<file path="src/rtl/mips_pipe_pkg.sv">
// Shared constants and helpers for the MIPS pipeline stage registers.
package mips_pipe_pkg;

    // Default geometry of a classic four-field stage latch.
    localparam int          DW_DEF     = 32;
    localparam int          N_CH_DEF   = 4;
    localparam logic [31:0] PC_RST_DEF = 32'h0000_3000;
    localparam int          CNT_W_DEF  = 16;

    // Channel roles inside a stage register.
    localparam int CH_IR  = 0;
    localparam int CH_PC4 = 1;
    localparam int CH_AO  = 2;
    localparam int CH_DR  = 3;

    // Widest bus the bubble helper can describe.
    localparam int MAX_BUS_W = 1024;

    // Bubble pattern: all channels zero except channel pc_ch, which carries
    // pc_rst truncated to dw bits. A pc_ch outside 0..n_ch-1 yields all zeros.
    function automatic logic [MAX_BUS_W-1:0] bubble_pattern(
        input int          dw,
        input int          n_ch,
        input int          pc_ch,
        input logic [31:0] pc_rst
    );
        logic [31:0]          chan;
        logic [MAX_BUS_W-1:0] res;
        res  = '0;
        chan = (dw >= 32) ? pc_rst : (pc_rst & ((32'd1 << dw) - 32'd1));
        if (pc_ch >= 0 && pc_ch < n_ch) begin
            res = MAX_BUS_W'(chan) << (pc_ch * dw);
        end
        return res;
    endfunction

endpackage

</file>
<file path="src/rtl/mips_pipe_skid_reg_if.sv">
// Valid/ready bus between two pipeline stages, carrying N_CH channels of DW bits.
interface mips_pipe_skid_reg_if #(
    parameter int DW   = 32,
    parameter int N_CH = 4
);
    logic              in_valid;
    logic              in_ready;
    logic [N_CH*DW-1:0] in_data;
    logic              out_valid;
    logic              out_ready;
    logic [N_CH*DW-1:0] out_data;

    // Surrounding pipeline: feeds the stage and consumes its output.
    modport master (
        output in_valid, in_data, out_ready,
        input  in_ready, out_valid, out_data
    );

    // The stage register itself.
    modport slave (
        input  in_valid, in_data, out_ready,
        output in_ready, out_valid, out_data
    );
endinterface

</file>
<file path="src/rtl/mips_sat_counter.sv">
// Saturating up-counter with synchronous reset and clear; holds at all-ones.
module mips_sat_counter #(
    parameter int CNT_W = 16
) (
    input  logic             Clk,
    input  logic             Reset,
    input  logic             clr_i,
    input  logic             inc_i,
    output logic [CNT_W-1:0] q_o
);
    logic [CNT_W-1:0] cnt_q;
    logic [CNT_W-1:0] cnt_d;

    // Next count: clear wins, otherwise increment until saturated.
    always_comb begin
        cnt_d = cnt_q;
        if (clr_i) begin
            cnt_d = '0;
        end else if (inc_i && (cnt_q != '1)) begin
            cnt_d = cnt_q + CNT_W'(1);
        end
    end

    // Count register with synchronous active-high reset.
    always_ff @(posedge Clk) begin
        if (Reset) begin
            cnt_q <= '0;
        end else begin
            cnt_q <= cnt_d;
        end
    end

    assign q_o = cnt_q;
endmodule

</file>
<file path="src/rtl/mips_pipe_skid_reg.sv">
// Pipeline stage register with valid/ready handshake, 2-entry skid buffer,
// flush-to-bubble and saturating stall/flush statistics.
module mips_pipe_skid_reg
    import mips_pipe_pkg::*;
#(
    parameter int          DW     = DW_DEF,
    parameter int          N_CH   = N_CH_DEF,
    parameter int          PC_CH  = CH_PC4,
    parameter logic [31:0] PC_RST = PC_RST_DEF,
    parameter int          CNT_W  = CNT_W_DEF
) (
    input  logic                    Clk,
    input  logic                    Reset,
    input  logic                    Flush,
    mips_pipe_skid_reg_if.slave     bus,
    output logic [1:0]              occupancy,
    output logic [CNT_W-1:0]        stall_cnt,
    output logic [CNT_W-1:0]        flush_cnt
);
    localparam int BW = N_CH * DW;

    localparam logic [BW-1:0] BUBBLE =
        BW'(bubble_pattern(DW, N_CH, PC_CH, PC_RST));

    // A PC channel that does not exist would silently lose the PC4 reset value.
    if (PC_CH >= N_CH) begin : g_bad_pc_ch
        $error("mips_pipe_skid_reg: PC_CH (%0d) must be below N_CH (%0d)", PC_CH, N_CH);
    end
    if (BW > MAX_BUS_W) begin : g_bad_width
        $error("mips_pipe_skid_reg: N_CH*DW (%0d) exceeds %0d", BW, MAX_BUS_W);
    end

    logic          main_valid_q, main_valid_d;
    logic          skid_valid_q, skid_valid_d;
    logic [BW-1:0] main_data_q,  main_data_d;
    logic [BW-1:0] skid_data_q,  skid_data_d;

    logic acc;
    logic pop;

    // in_ready depends only on registered state, so out_ready never
    // reaches the upstream stage combinationally.
    assign bus.in_ready  = !skid_valid_q;
    assign bus.out_valid = main_valid_q;
    assign bus.out_data  = main_data_q;

    assign acc = bus.in_valid & bus.in_ready;
    assign pop = main_valid_q & bus.out_ready;

    // The skid entry is only ever valid while main is valid, so the sum is the
    // count of held entries.
    assign occupancy = {1'b0, main_valid_q} + {1'b0, skid_valid_q};

    // Next-state of the two entries: flush kills, otherwise refill main from
    // skid or input, and park the input in skid while main is stalled.
    always_comb begin
        // NOTE: every variable gets its hold value first so no branch can infer a latch.
        main_valid_d = main_valid_q;
        skid_valid_d = skid_valid_q;
        main_data_d  = main_data_q;
        skid_data_d  = skid_data_q;

        if (Flush) begin
            main_valid_d = 1'b0;
            skid_valid_d = 1'b0;
            main_data_d  = BUBBLE;
        end else if (!main_valid_q || pop) begin
            if (skid_valid_q) begin
                main_valid_d = 1'b1;
                main_data_d  = skid_data_q;
                skid_valid_d = acc;
                if (acc) begin
                    skid_data_d = bus.in_data;
                end
            end else if (acc) begin
                main_valid_d = 1'b1;
                main_data_d  = bus.in_data;
            end else begin
                main_valid_d = 1'b0;
                main_data_d  = BUBBLE;
            end
        end else if (acc) begin
            skid_valid_d = 1'b1;
            skid_data_d  = bus.in_data;
        end
    end

    // Entry registers; reset loads the bubble pattern into both data slots.
    always_ff @(posedge Clk) begin
        // NOTE: state uses non-blocking assignments so every register samples pre-edge values.
        if (Reset) begin
            main_valid_q <= 1'b0;
            skid_valid_q <= 1'b0;
            // NOTE: data slots are reset too, because out_data must show the bubble pattern right after reset.
            main_data_q  <= BUBBLE;
            skid_data_q  <= BUBBLE;
        end else begin
            main_valid_q <= main_valid_d;
            skid_valid_q <= skid_valid_d;
            main_data_q  <= main_data_d;
            skid_data_q  <= skid_data_d;
        end
    end

    // Cycles in which a real instruction waits on downstream.
    mips_sat_counter #(.CNT_W(CNT_W)) u_stall_cnt (
        .Clk   (Clk),
        .Reset (Reset),
        .clr_i (1'b0),
        .inc_i (main_valid_q & ~bus.out_ready),
        .q_o   (stall_cnt)
    );

    // Flushes that actually discarded at least one held entry.
    mips_sat_counter #(.CNT_W(CNT_W)) u_flush_cnt (
        .Clk   (Clk),
        .Reset (Reset),
        .clr_i (1'b0),
        .inc_i (Flush & (occupancy != 2'd0)),
        .q_o   (flush_cnt)
    );
endmodule

</file>
<file path="src/flat_wrapper.sv">
// flat-port wrapper written by rule: the top's interface ports become plain ports
module mips_pipe_skid_reg_flat import mips_pipe_pkg::*;
#(
    parameter int          DW     = DW_DEF,
    parameter int          N_CH   = N_CH_DEF,
    parameter int          PC_CH  = CH_PC4,
    parameter logic [31:0] PC_RST = PC_RST_DEF,
    parameter int          CNT_W  = CNT_W_DEF
)
  (Clk, Reset, Flush, occupancy, stall_cnt, flush_cnt, bus_in_valid, bus_in_data, bus_out_ready, bus_in_ready, bus_out_valid, bus_out_data);
  mips_pipe_skid_reg_if #(.DW(DW), .N_CH(N_CH)) bus_i ();
  input  logic Clk;
  input  logic Reset;
  input  logic Flush;
  output logic [1:0] occupancy;
  output logic [CNT_W-1:0] stall_cnt;
  output logic [CNT_W-1:0] flush_cnt;
  input wire logic [$bits(bus_i.in_valid)-1:0] bus_in_valid;
  input wire logic [$bits(bus_i.in_data)-1:0] bus_in_data;
  input wire logic [$bits(bus_i.out_ready)-1:0] bus_out_ready;
  output wire logic [$bits(bus_i.in_ready)-1:0] bus_in_ready;
  output wire logic [$bits(bus_i.out_valid)-1:0] bus_out_valid;
  output wire logic [$bits(bus_i.out_data)-1:0] bus_out_data;
  assign bus_i.in_valid = bus_in_valid;
  assign bus_i.in_data = bus_in_data;
  assign bus_i.out_ready = bus_out_ready;
  assign bus_in_ready = bus_i.in_ready;
  assign bus_out_valid = bus_i.out_valid;
  assign bus_out_data = bus_i.out_data;
  mips_pipe_skid_reg #(.DW(DW), .N_CH(N_CH), .PC_CH(PC_CH), .PC_RST(PC_RST), .CNT_W(CNT_W)) u_core (.Clk(Clk), .Reset(Reset), .Flush(Flush), .bus(bus_i), .occupancy(occupancy), .stall_cnt(stall_cnt), .flush_cnt(flush_cnt));
endmodule
</file>
<file path="config.mk">
export PLATFORM = sky130hd
export DESIGN_NAME = mips_pipe_skid_reg_flat
export DESIGN_NICKNAME = d
export VERILOG_FILES = /design/src/rtl/mips_pipe_pkg.sv /design/src/rtl/mips_pipe_skid_reg_if.sv /design/src/rtl/mips_sat_counter.sv /design/src/rtl/mips_pipe_skid_reg.sv /design/src/flat_wrapper.sv
export SDC_FILE = /design/constraint.sdc
export NUM_CORES = 1
export LEC_CHECK = 0
export CAP_MARGIN = 20
export CELL_PAD_IN_SITES_DETAIL_PLACEMENT = 0
export CELL_PAD_IN_SITES_GLOBAL_PLACEMENT = 1
export CORE_UTILIZATION = 36
export DETAILED_ROUTE_END_ITERATION = 8
export PLACE_DENSITY_LB_ADDON = 0.1
export SYNTH_ARGS = -nofsm -noshare
export SYNTH_HDL_FRONTEND = slang
export SYNTH_SLANG_ARGS = --single-unit
</file>
<file path="constraint.sdc">
create_clock -name Clk -period 3.55 [get_ports Clk]
set_input_delay 0.355 -clock Clk [delete_from_list [all_inputs] [get_ports Clk]]
set_output_delay 0.355 -clock Clk [all_outputs]
set_load 0.1 [all_outputs]
</file>
==> results by group, run 1 <==
Place
  • Port bufs: 296
  • Cells after DPL: 2114
  • GPL Wtd Cong: 0.787
  • Post-DP HPWL: 22.0 mm

Worst setup path
  • CP required: 3.19 ns
  • Crit path max fanout: 82
  • WS Path Type: reg2out
  • Startpoint class of the critical path: register
  • Nature of the critical path endpoint: output pin
  • WP data arrival: 2.19 ns

Drt
  • DR iter-0 viols: 576
  • Post-DRT Antenna Nets: 0
  • Via density: 5.21
  • Wirelength per Cell: 17.8 um
  • Final wirelength: 38.6 mm
  • TritonRoute pass-1 iters: 7
  • Max layer used: met5
  • Drt drc: 0
  • Routed met1 length: 17.2 mm
  • Routed via count: 11329
  • DR WL met3: 2.66 mm
  • Met2 routed WL: 18.2 mm

Clock tree
  • Clk slew on worst S/H paths: 0.06 ns
  • Clock latency on the worst-skew pair: 0.50 ns
  • H-tree levels: 2
  • CTS buffer count: 35
  • Clk sinks: 290
  • CTS max path bufs: 3
  • CTS root buf: clkbuf_16
  • Number of setup buffers added after CTS: 0
  • Hold Buf Count CTS: 0
  • # resized after CTS: 0
  • CTS tree: yes

Worst hold path
  • Hold crit path type: in2reg

Die
  • Total I/O pin count: 297
  • Starting Density: 36.6%
  • Die Height: 184 um
  • Die Area: 33800 um2
  • Core Footprint: 32500 um2
  • Die W: 184 um
  • Site row count: 66

Global routing
  • GRT Total Usage: 22.3%
  • Initial antenna violation count: 3
  • Gr ovfl total: 0
  • Largest net degree at the start of global routing: 131
  • Vias in the first global route: 10418
  • First-pass GRT wire length: 59.9 mm

Synth
  • Main synth FF type: dfxtp_1
  • Yosys cell types: 43
  • Area of the mapped netlist: 11900 um2
  • Share of the yosys chip area belonging to registers: 48.8%
  • Number of synthesized flops with an enable pin: 0
  • Synthesized Nets: 1631
  • Mapped Cells: 1494
  • FF+latch count, synth: 290
  • Async SR Flop Fraction: 0%
  • Avg Cell Area, Syn: 7.97 um2
  • Ys Warns: 0

Status
  • Status: finished, final reports clean

Timing
  • Slew margin rel.: 27.5%
  • Layout Skew: 0.0137 ns
  • Tcrit/Tclk final: 71.8%
  • Slew @ Worst Pin: 1.08 ns
  • Min cycle time layout: 2.55 ns
  • RSZ-0062 raised after global routing: false
  • Final setup violation count: 0
  • Hold violation count in the final report: 0
  • Final slew viol count: 0
  • Fmax: 392 MHz
  • Final setup TNS: 0 ns

Finish
  • Commonest cells after routing, fill and taps aside: 291 x clkdlybuf4s50_1, 289 x dfxtp_1, 262 x nand2_1
  • Cell Count, Final, Fillers Out: 2175
  • Layout cell share with drive strength beyond 1: 5.54%
  • Most common cell after layout, fill and taps aside: clkdlybuf4s50_1
  • Nets: 1846
  • Synth-to-Final Area Change: 36.7%
  • Final core occ: 50.0%
  • FILL cells: 3249

Power
  • Power Total: 7.78 mW
  • Peak VDD IR: 0.000353 V
  • PwrDens: 478 nW/um2
  • Leak: 6.04 nW

Job
  • Max_cap viols: 0
==> logic make-up (layout without fill, tap and decap cells) <==
logic type | after synthesis | in the layout | share of synthesized area (%)
AND/OR/NAND/NOR | 736 | 736 | 28.9
AO/OA/AOI/OAI | 310 | 310 | 16.6
flip-flops | 290 | 290 | 48.8
buffers and inverters | 148 | 386 | 4.76
multiplexers | 6 | 6 | 0.557
adder cells (fa/ha/maj) | 4 | 4 | 0.420
other | 0 | 1 | 0
==> cells in the mapped netlist (all sizes together) (2+ instances only) <==
cell    instances  area, um2
dfxtp         290       5810
nand2         262        983
nor2          147        552
a21oi         145        726
nor3          134        671
a211oi        130        976
and3          128        801
clkbuf        125        469
buf            12       56.3
o31ai          12       90.1
or4            11       82.6
inv            10       37.5
nand4          10       62.6
nand3           9       55.1
nor2b           7       43.8
or3             7       43.8
mux2            5       56.3
nor4            5       31.3
o21ai           5       25.0
a211o           4       35.0
ha              4       50.1
nand2b          4       25.0
or2             4       25.0
a31oi           3       18.8
a221oi          2       17.5
a311oi          2       17.5
and4            2       17.5
nor3b           2       15.0
==> critical path: stages (launching register included) <==
cell	delay [ns]
dfxtp_4	0.35
buf_4	0.75
ha_1	0.30
buf_4	0.29
==> final timing paths <==
kind | start | endpoint | slack, ns | cells after the start
max | u_core.skid_valid_q | occupancy[1] | 1.00 | 3
min | bus_in_valid | u_core.bus.out_data[127] | 0.35 | 4
max reg2reg | u_core.skid_valid_q | u_core.bus.out_data[77] | 1.23 | 4
min reg2reg | u_core.skid_data_q[33] | u_core.skid_data_q[33] | 0.45 | 2
==> through the flow <==
stage	cell area (um2)	hold WS, ns	worst slack [ns]
CTS	16300	0.335	0.944
global placement	15200	0.441	1.08
finish	16300	0.352	1.00
global route	16300	0.386	0.880
detailed placement	15200	0.447	1.08
floorplan	11900	0.437	0.350
==> flip-flops by register name, summed over array words and instances, names as in the netlist <==
register,cells
u_core.bus.out_valid,1
u_core.skid_data_q,128
u_core.u_flush_cnt.q_o,16
u_core.bus.out_data,128
u_core.skid_valid_q,1
u_core.u_stall_cnt.q_o,16
==> per-layer routing <==
metal,vias to the layer above,global-route usage (%)
met2,272,36.7
met1,5336,29.3
met3,43,5.59
met5,-,0
li1,5674,-
met4,4,4.77
==> final cells by class <==
cell class,instances,area (um2),area share [%]
diodes,1,2.50,0.0154
multi-input cells,1056,5570,34.2
flip-flops and latches,290,5810,35.7
inverters,11,42.5,0.261
repair buffers,315,3200,19.6
well taps,442,553,3.40
clock inverters,7,38.8,0.238
clock buffers,53,1060,6.53
==> report_power, final <==
group	switching, mW	total (mW)	internal (mW)
Clock	1.38	3.43	2.06
Combinational	0.654	0.987	0.333
Sequential	0.0370	3.36	3.32
Total	2.07	7.78	5.71
No activity file was read; power rests on OpenSTA's default activity.
==> run 2, diff against run 1 <==
==> constraint.sdc (replaced) <==
create_clock -name Clk -period 2.5 [get_ports Clk]
set_input_delay 0.25 -clock Clk [delete_from_list [all_inputs] [get_ports Clk]]
set_output_delay 0.25 -clock Clk [all_outputs]
set_load 0.1 [all_outputs]
==> run 2 against run 1 <==
Wire length up 0.67%. Global-route usage fell by 0.12 points. Non-clock buffer count is 2 higher. Via count increased by 1.6%. Sequential power up 42%. Critical path type is now reg2reg. Largest cell class unchanged.
==> results by group, run 2 (same netlist as run 1, synthesis figures left out) <==
Clock tree
  • CTS root buf: clkbuf_16
  • Clk sinks: 290 (unchanged)
  • Hold Buf Count CTS: 0 (unchanged)
  • CTS max path bufs: 3 (unchanged)
  • Clk slew on worst S/H paths: 0.06 ns (about the same)
  • H-tree levels: 2 (unchanged)
  • Number of setup buffers added after CTS: 0 (unchanged)
  • CTS buffer count: 35 (unchanged)
  • CTS tree: yes
  • Clock latency on the worst-skew pair: 0.50 ns (about the same)
  • # resized after CTS: 0 (unchanged)

Power
  • Switching share of power: 26.4% (-0.15 points)
  • Sw power: 2.95 mW (+43%)
  • Internal power: 8.21 mW (+44%)
  • Leak: 6.40 nW (+5.9%)
  • Sequential share of power: 42.8% (-0.3 points)
  • Logic pwr share: 12.6% (about the same)
  • PwrDens: 697 nW/um2 (+46%)
  • Peak VDD IR: 0.000406 V (+15%)
  • Clock power share: 44.7% (+0.5 points)

Drt
  • Final wirelength: 38.9 mm (+0.67%)
  • Post-DRT Antenna Nets: 0 (unchanged)
  • DR iter-0 viols: 620 (+7.6%)
  • Drt drc: 0 (unchanged)
  • Routed via count: 11515 (+1.6%)
  • Wirelength per Cell: 17.8 um (+0.44%)
  • TritonRoute pass-1 iters: 5 (-2)
  • Via density: 5.28 (+1.4%)

Finish
  • Commonest cells after routing, fill and taps aside: 284 x dfxtp_1, 262 x nand2_1, 172 x buf_4
  • Layout cell share with drive strength beyond 1: 15.1% (+9.6 points)
  • Synth-to-Final Area Change: 34.4%
  • Nets: 1848 (+0.11%)
  • Most common cell after layout, fill and taps aside: dfxtp_1
  • Cell Count, Final, Fillers Out: 2180 (+0.23%)

Die
  • Core Footprint: 32500 um2 (unchanged)
  • Total I/O pin count: 297 (unchanged)
  • Site row count: 66 (unchanged)
  • Die Height: 184 um (unchanged)
  • Starting Density: 36.6% (unchanged)
  • Die Area: 33800 um2 (unchanged)
  • Die W: 184 um (unchanged)

Global routing
  • Vias in the first global route: 10354 (-0.61%)
  • Initial antenna violation count: 4 (+1)
  • Largest net degree at the start of global routing: 149 (+14%)
  • Gr ovfl total: 0 (unchanged)
  • GRT Total Usage: 22.2% (-0.12 points)
  • First-pass GRT wire length: 59.5 mm (-0.59%)

Status
  • Status: finished, final reports clean

Worst setup path
  • Crit path max fanout: 10 (-88%)
  • Setup slack, reg-to-reg: 0.28 ns (-0.95 ns)
  • WP data arrival: 2.65 ns (+0.46 ns)
  • CP max stage cell: or4_1
  • Worst setup path startpoint: u_core.bus.out_valid
  • CP required: 2.93 ns (-0.26 ns)
  • WS Path Type: reg2reg
  • Critical path's largest stage delay: 0.54 ns (-0.21 ns)
  • Nature of the critical path endpoint: register
  • Startpoint class of the critical path: register
  • Worst path cell trace: inv_1, ha_1, and4b_1, or3b_1, or4_1, a21oi_1
  • Reg-to-reg startpoint: u_core.bus.out_valid

Timing
  • Final slew viol count: 0 (unchanged)
  • Hold violation count in the final report: 0 (unchanged)
  • Slew @ Worst Pin: 1.08 ns (+0.000981 ns)
  • Slew margin rel.: 27.7% (+0.16 points)
  • Min cycle time layout: 2.22 ns
  • RSZ-0062 raised after global routing: false
  • Final setup violation count: 0 (unchanged)
  • Fmax: 451 MHz
  • Tcrit/Tclk final: 88.7%
  • Final setup TNS: 0 ns (unchanged)
  • Layout Skew: 0.0123 ns (-0.00134 ns)

Worst hold path
  • Hold crit path type: in2reg
  • Worst Min Path Start: Reset

Place
  • Cells after DPL: 2116 (+0.095%)
  • GPL Wtd Cong: 0.799 (+1.4%)
  • Post-DP HPWL: 22.1 mm (+0.35%)
  • Port bufs: 296 (unchanged)

Job
  • Max_cap viols: 0 (unchanged)
run 2: cell count changes in the layout (fill, tap and decap cells not counted), sizes merged:
cell	change
diode	+2
clkbuf	+1
clkdlybuf4s50	-161
inv	-1
buf	+163
bufinv	+1
run 2: path summary, 6_finish.rpt:
path,end,cells after the start
worst max-delay path,u_core.u_flush_cnt.q_o[15],6
worst min-delay path,u_core.u_stall_cnt.q_o[10],2
worst max register to register,u_core.u_flush_cnt.q_o[15],6
worst min register to register,u_core.skid_data_q[33],2
run 2: layout make-up:
cell class | count | area, um2
clock inverters | 7 | 60.1
multi-input cells | 1056 | 5570
clock buffers | 54 | 1070
well taps | 442 | 553
diodes | 3 | 7.51
repair buffers | 317 | 2880
fillers | 3267 | 16500
inverters | 11 | 42.5
flip-flops and latches | 290 | 5820
run 2: critical path, delay by kind of cell, from the launching register on:
kind,cells,cell delay [ns]
flip-flops,1,0.42
buffers and inverters,1,0.06
AO/OA/AOI/OAI,1,0.14
adder cells (fa/ha/maj),1,0.21
AND/OR/NAND/NOR,3,1.32
run 2: stage by stage:
stage	area (um2)	power, mW	utilization (%)	hold slack [ns]	setup slack, ns
floorplan	11900	5.76	-	0.368	0.0133
global placement	14900	6.28	45.7	0.442	0.201
detailed placement	14900	6.28	45.7	0.447	0.201
CTS	16000	11.3	49.2	0.0219	0.273
global route	16000	11.6	49.2	0.0418	0.221
finish	16000	11.2	49.2	0.0435	0.282
run 2: routing by layer:
layer  track usage, %  part of all wire (%)
met5                0                 0.028
met1             30.9                    46
met2             34.4                    46
met3             4.18                   5.9
met4             6.93                   2.6
run 2: power by group through the flow:
| stage | sequential [mW] | combinational, mW | clock, mW |
|---|---|---|---|
| 4_1_cts | 4.77 | 1.41 | 5.12 |
| 3_3_place_gp | 4.87 | 1.40 | 0 |
| 3_5_place_dp | 4.87 | 1.41 | 0 |
| 2_1_floorplan | 5.38 | 0.378 | 0 |
| 6_report | 4.77 | 1.40 | 4.99 |
| 5_1_grt | 4.78 | 1.48 | 5.37 |
==> run 3, diff against run 2 <==
--- a/config.mk
+++ b/config.mk
@@ -11,6 +11,7 @@
 export CORE_UTILIZATION = 36
 export DETAILED_ROUTE_END_ITERATION = 8
 export PLACE_DENSITY_LB_ADDON = 0.1
+export SKIP_LAST_GASP = 1
 export SYNTH_ARGS = -nofsm -noshare
 export SYNTH_HDL_FRONTEND = slang
 export SYNTH_SLANG_ARGS = --single-unit
==> results of run 3 <==
No change in the layout: final DEF, timing and power equal those of run 2.
